**config.mk**
```make
export PLATFORM = sky130hd
export DESIGN_NAME = alu_input_ctrl
export DESIGN_NICKNAME = d
export VERILOG_FILES = /design/src/rtl/alu_input_ctrl.sv
export SDC_FILE = /design/constraint.sdc
export NUM_CORES = 1
export LEC_CHECK = 0
export BUFFER_PORTS_ARGS = -buffer_cell sky130_fd_sc_hd__buf_2
export CAP_MARGIN = 25
export CORE_UTILIZATION = 54
export DETAILED_ROUTE_END_ITERATION = 10
export GPL_TIMING_DRIVEN = 0
export PLACE_DENSITY = 0.81
export SLEW_MARGIN = 20
export SYNTH_ARGS = -nofsm -noshare
export SYNTH_HDL_FRONTEND = slang
export SYNTH_SLANG_ARGS = --single-unit
```
**constraint.sdc**
```tcl
create_clock -name clk -period 2.35 [get_ports clk]
set_input_delay 0.235 -clock clk [delete_from_list [all_inputs] [get_ports clk]]
set_output_delay 0.235 -clock clk [all_outputs]
set_load 0.005 [all_outputs]
```
**src/rtl/alu_input_ctrl.sv**
```systemverilog
// Front-end controller for the 8-bit ALU. Conditions the Enter and Sign buttons,
// captures operands A and B from the switches, and steps through the ALU functions.
module alu_input_ctrl #(
  parameter int unsigned WIDTH        = 8,
  parameter int unsigned SYNC_STAGES  = 2,
  parameter int unsigned DEBOUNCE_CYC = 4
) (
  input  logic             clk,
  input  logic             reset_n,
  input  logic             enter_btn,
  input  logic             sign_btn,
  input  logic [WIDTH-1:0] sw,
  output logic [WIDTH-1:0] A,
  output logic [WIDTH-1:0] B,
  output logic [3:0]       FN,
  output logic             signed_mode,
  output logic [2:0]       state_o
);

  localparam int unsigned CntW = $clog2(DEBOUNCE_CYC + 1);

  typedef enum logic [2:0] {
    StLoadA  = 3'd0,
    StLoadB  = 3'd1,
    StOpAdd  = 3'd2,
    StOpSub  = 3'd3,
    StOpMod3 = 3'd4
  } state_e;

  // Index 0 = Enter, index 1 = Sign.
  logic [1:0]             btn_raw;
  logic [SYNC_STAGES-1:0] sync_q [2];
  logic [CntW-1:0]        cnt_q  [2];
  logic [1:0]             btn_sync;
  logic [1:0]             level_q;
  logic [1:0]             level_dly_q;
  logic [1:0]             btn_ev;

  state_e           state_q, state_d;
  logic [WIDTH-1:0] a_q, a_d, b_q, b_d;
  logic [3:0]       fn_q, fn_d;
  logic             signed_q, signed_d;

  assign btn_raw = {sign_btn, enter_btn};

  // Synchronizer outputs and press events (one cycle after the debounced level rises).
  always_comb begin
    for (int i = 0; i < 2; i++) begin
      btn_sync[i] = sync_q[i][SYNC_STAGES-1];
    end
    btn_ev = level_q & ~level_dly_q;
  end

  // Per-button synchronizer and debounce: level flips only after DEBOUNCE_CYC stable cycles.
  always_ff @(posedge clk or negedge reset_n) begin
    if (!reset_n) begin
      for (int i = 0; i < 2; i++) begin
        sync_q[i] <= '0;
        cnt_q[i]  <= '0;
      end
      level_q     <= '0;
      level_dly_q <= '0;
    end else begin
      for (int i = 0; i < 2; i++) begin
        sync_q[i] <= {sync_q[i][SYNC_STAGES-2:0], btn_raw[i]};
        if (btn_sync[i] != level_q[i]) begin
          if (cnt_q[i] == CntW'(DEBOUNCE_CYC - 1)) begin
            level_q[i] <= ~level_q[i];
            cnt_q[i]   <= '0;
          end else begin
            cnt_q[i] <= cnt_q[i] + 1'b1;
          end
        end else begin
          cnt_q[i] <= '0;
        end
      end
      level_dly_q <= level_q;
    end
  end

  // Next state, operand capture and function code derived from the next state.
  always_comb begin
    state_d  = state_q;
    a_d      = a_q;
    b_d      = b_q;
    signed_d = signed_q ^ btn_ev[1];
    fn_d     = 4'b0000;

    case (state_q)
      StLoadA: begin
        a_d = sw;
        if (btn_ev[0]) state_d = StLoadB;
      end
      StLoadB: begin
        b_d = sw;
        if (btn_ev[0]) state_d = StOpAdd;
      end
      StOpAdd:  if (btn_ev[0]) state_d = StOpSub;
      StOpSub:  if (btn_ev[0]) state_d = StOpMod3;
      StOpMod3: if (btn_ev[0]) state_d = StLoadA;
      default:  state_d = StLoadA;
    endcase

    // FN[3] carries the sign mode only for arithmetic states.
    case (state_d)
      StLoadA:  fn_d = 4'b0000;
      StLoadB:  fn_d = 4'b0001;
      StOpAdd:  fn_d = {signed_d, 3'b010};
      StOpSub:  fn_d = {signed_d, 3'b011};
      StOpMod3: fn_d = {signed_d, 3'b100};
      default:  fn_d = 4'b0000;
    endcase
  end

  // Controller state and registered ALU inputs.
  always_ff @(posedge clk or negedge reset_n) begin
    if (!reset_n) begin
      state_q  <= StLoadA;
      a_q      <= '0;
      b_q      <= '0;
      fn_q     <= 4'b0000;
      signed_q <= 1'b0;
    end else begin
      state_q  <= state_d;
      a_q      <= a_d;
      b_q      <= b_d;
      fn_q     <= fn_d;
      signed_q <= signed_d;
    end
  end

  assign A           = a_q;
  assign B           = b_q;
  assign FN          = fn_q;
  assign signed_mode = signed_q;
  assign state_o     = state_q;

endmodule

```
* Word-level counts from Yosys, hierarchy flattened
Index checks and enable logic that the tools add are counted.
Operators by class: add/sub/neg operators 2, equality and inequality tests 12, multiplexer cells 11, bitwise gates (word level) 5, reductions and logical operators 3
Operators with widths (count):
- $mux W3 | 9
- $eq A3 B2 Y1 const B | 6
- $pmux W4 S4 | 1
- $pmux W3 S5 | 1
- $add A3 B1 Y3 const B | 2
- $eq A3 B1 Y1 const B | 2
- $eq A3 B3 Y1 const B | 2
- $reduce_and A2 Y1 | 2
- $logic_not A3 Y1 | 1
- $and A2 B2 Y2 | 1
- $ne A1 B1 Y1 | 2
- $not A1 Y1 | 2
- $not A2 Y2 | 1
- $xor A1 B1 Y1 | 1
Word-level totals: bits in registers 38, input bits 12, logic and storage cells 45

* Depth between registers and ports, before layout
word-level depth 6, gate-level depth with buffers 4

* Worst setup path before layout
No wires, ideal clock.
path kind register to register, from reg state_q[0] (netlist: state_o[0]), to reg a_q[0] (netlist: A[0]), arrival 1.187 ns, required time 2.225 ns, path slack 1.038 ns, stages on the path, launching flop included 3, cell sequence dfrtp_1 nor3_4 mux2_2
On the way: word-level cells in the longest chain between the ends 1
Ends and longest elaborated chain:
- from (decl) | RTL line 39 | state_e state_q, state_d;
- from (signal assigned) | RTL line 118 | state_q <= StLoadA;
- from (signal assigned) | RTL line 124 | state_q <= state_d;
- $logic_not A3 Y1 | RTL line 89 | case (state_q)
- to (signal assigned) | RTL line 119 | a_q <= '0;
- to (signal assigned) | RTL line 125 | a_q <= a_d;
- to (decl) | RTL line 40 | logic [WIDTH-1:0] a_q, a_d, b_q, b_d;
Every way passes these cells. A chain may end at the register's enable or synchronous reset.

* Worst setup path after layout
from reg state_q[1] (netlist: state_o[1]), to reg a_q[1] (netlist: A[1])
Same word-level chain as after synthesis.

==> run metrics <==
outcome finished with violations; Max FO, Critical Path 8; Max-Cap Viols 0; CTS buffer count 5; layout overhead on the synthesized area 19.8%; nets@finish between 100 and 150; Leakage 0.816 nW; Cell Area, Placed 1620 um2; port bufs 35; design area 1680 um2; largest net degree at the start of global routing 39; Worst path top cell family by delay flip-flops; failing checks negative hold slack; hold slack -17.3 ps; WP data arrival ~1700 ps; post-synthesis simple-gate area fraction just over 10%; post-synthesis mux area share between 10% and 20%; synth cell count leaders dfrtp_1 (38), mux2_2 (18), nor2_1 (5); Ys Warns 0; total power about 2.3 mW; first-pass GRT wire length approximately 3700 um; Avg Inst Size Synth between 15 and 20 um2; DRT iter0 DRCs 14; I/O pin count 36; Post-Syn Nets between 100 and 150; cells after synthesis 89; most numerous cell in the Yosys netlist dfrtp_1; initial antenna violation count 0; Vias/cell 5.12; Synth Area in Adders under 10%; DIE WIDTH 53.0 um; Synth Area in XOR/XNOR under 10%; sequential-to-total area share from yosys stat roughly two thirds; initial core utilization a little under three fifths; endpoints failing setup 0; Critical Path RT 2560 ps; Routed wire per std cell 13.3 um; final slew viol count 0; area share of the largest cell type after synthesis roughly two thirds; Top FF cell, synth dfrtp_1; Core Area approximately 2500 um2; Slew headroom about 47%; clock root buffer clkbuf_4; grt total ovfl 0; CP startpoint kind flip-flop; GR Util All Layers between 15 and 20%; Pre-Repair DR Iteration Count 4; die height between 50 and 60 um; vias 835; worst slew pin tran between 700 and 800 ps; minimum clock period approximately 1500 ps; number of diodes 0; Mapped Area around 1400 um2; worst vdd ir approximately 940 uV; Clock Latency Late Sink about 320 ps; worst path cell trace nor3_4 -> mux2_2; final hold vios 17; Crit. End Element flip-flop; cts hold-fix bufs 2; Worst Skew 3.68 ps; largest family of logic cells by synthesized area multiplexers; number of synthesized flops with an enable pin 0; ranking of synthesized cells by area dfrtp_1 (68%), mux2_2 (14%), xnor2_1 (2.5%); pwr dens between 1000 and 1500 nW/um2; Clk pin slew, worst setup/hold paths about 100 ps; hold crit path type input port to asynchronous set/reset pin; Post-Route WL 2180 um; post-CTS setup buffer count 0; CTS tree yes; Peak Freq between 0.6 and 0.7 GHz; site row count 18; ratio of cells with drive above 1 in the final layout 46.6%; Worst Path Buf+Inv 0; flops & latches, synth 38; H-tree lvl count 2; Compound-Gate Fraction of Synth Area approximately 2.1%; clk buf depth 2; period utilization approximately three fifths; asr flop ratio synth 100%; DPL Wire Length around 1600 um; crit-path max cell delay roughly 500 ps; cells resized by post-CTS repair 0; vias in the first global route slightly above 800; setup TNS 0 ps; RSZ-0062 raised after global routing no; Die ar. 2810 um2; ANT nets after route 0; critical path's slowest cell dfrtp_1; CTS Sinks 38; Distinct cells, synth 20; placer congestion estimate about 0.75; drc violations 0; leading area contributor after synthesis dfrtp_1; Setup CP Type flip-flop to flip-flop
==> sequential cells by signal, summed over array words and instances, names as in the netlist <==
signal       cells
level_q          2
sync_q           2
B                8
cnt_q            6
level_dly_q      2
btn_sync         2
state_o          3
signed_mode      1
FN               4
A                8
==> logic make-up after synthesis <==
family / count (synthesis)
AND/OR/NAND/NOR: 20
buffers and inverters: 2
XOR/XNOR: 5
AO/OA/AOI/OAI: 4
adder cells (fa/ha/maj): 2
flip-flops: 38
multiplexers: 18
==> path summary, 6_finish.rpt <==
path	start	end	slack, ps	cells after the start
min in group clk	sw[0]	B[0]$_DFFE_PN0P_	150	2
max in group asynchronous	reset_n	cnt_q[2]$_DFF_PN0_	1850	1
hold reg to reg	sync_q[0]$_DFF_PN0_	btn_sync[1]$_DFF_PN0_	360	0
setup reg to reg	state_o[1]$_DFF_PN0_	A[1]$_DFFE_PN0P_	890	2
hold / removal	reset_n	state_o[2]$_DFF_PN0_	-20	1
setup / recovery	state_o[1]$_DFF_PN0_	A[1]$_DFFE_PN0P_	890	2
==> layer usage <==
layer / vias up / part of all wire [%] / global-route usage, %
met4: 0 / 1.1 / 10.5
met5: - / 0 / 0
met2: 19 / 53 / 31.6
li1: 397 / - / -
met3: 4 / 3.4 / 5.17
met1: 415 / 42 / 23.1
==> stage by stage <==
| stage | setup slack (ps) | hold slack [ps] | instances | util (%) |
|---|---|---|---|---|
| floorplan | 1040 | -60.6 | 89 | - |
| global placement | 901 | 332 | 154 | 65.3 |
| detailed placement | 900 | 339 | 154 | 65.3 |
| CTS | 890 | 1.19 | 163 | 67.9 |
| global route | 824 | 37.0 | 163 | 67.9 |
| finish | 894 | -17.3 | 163 | 67.9 |
==> power breakdown <==
part	leakage (nW)	internal, mW	switching (mW)
sequential	0.461	0.926	0.172
clock	0.0254	0.113	0.179
combinational	0.329	0.494	0.379
total	0.816	1.53	0.731
==> placed cells by master (no fill, tap or decap), drive strengths merged <==
cell         netlist  final
a21boi             1      1
a21o               1      1
buf                1     36
clkbuf             0      7
dfrtp             38     38
dlygate4sd3        0      2
ha                 2      2
inv                1      1
mux2              18     18
nand2b             3      3
nand3              1      1
nand3b             1      1
nor2               6      6
nor2b              4      4
nor3               3      3
nor3b              2      2
o31ai              2      2
xnor2              4      4
xor2               1      1
==> final cells by class <==
class,instances,area (um2)
clock buffer,7,45.0
multi-input combinational,49,445
timing repair buffer,37,195
fill,194,795
sequential,38,951
inverter,1,3.75
buffer,1,5.00
tap,30,37.5
(Power assumes the default switching activity.)
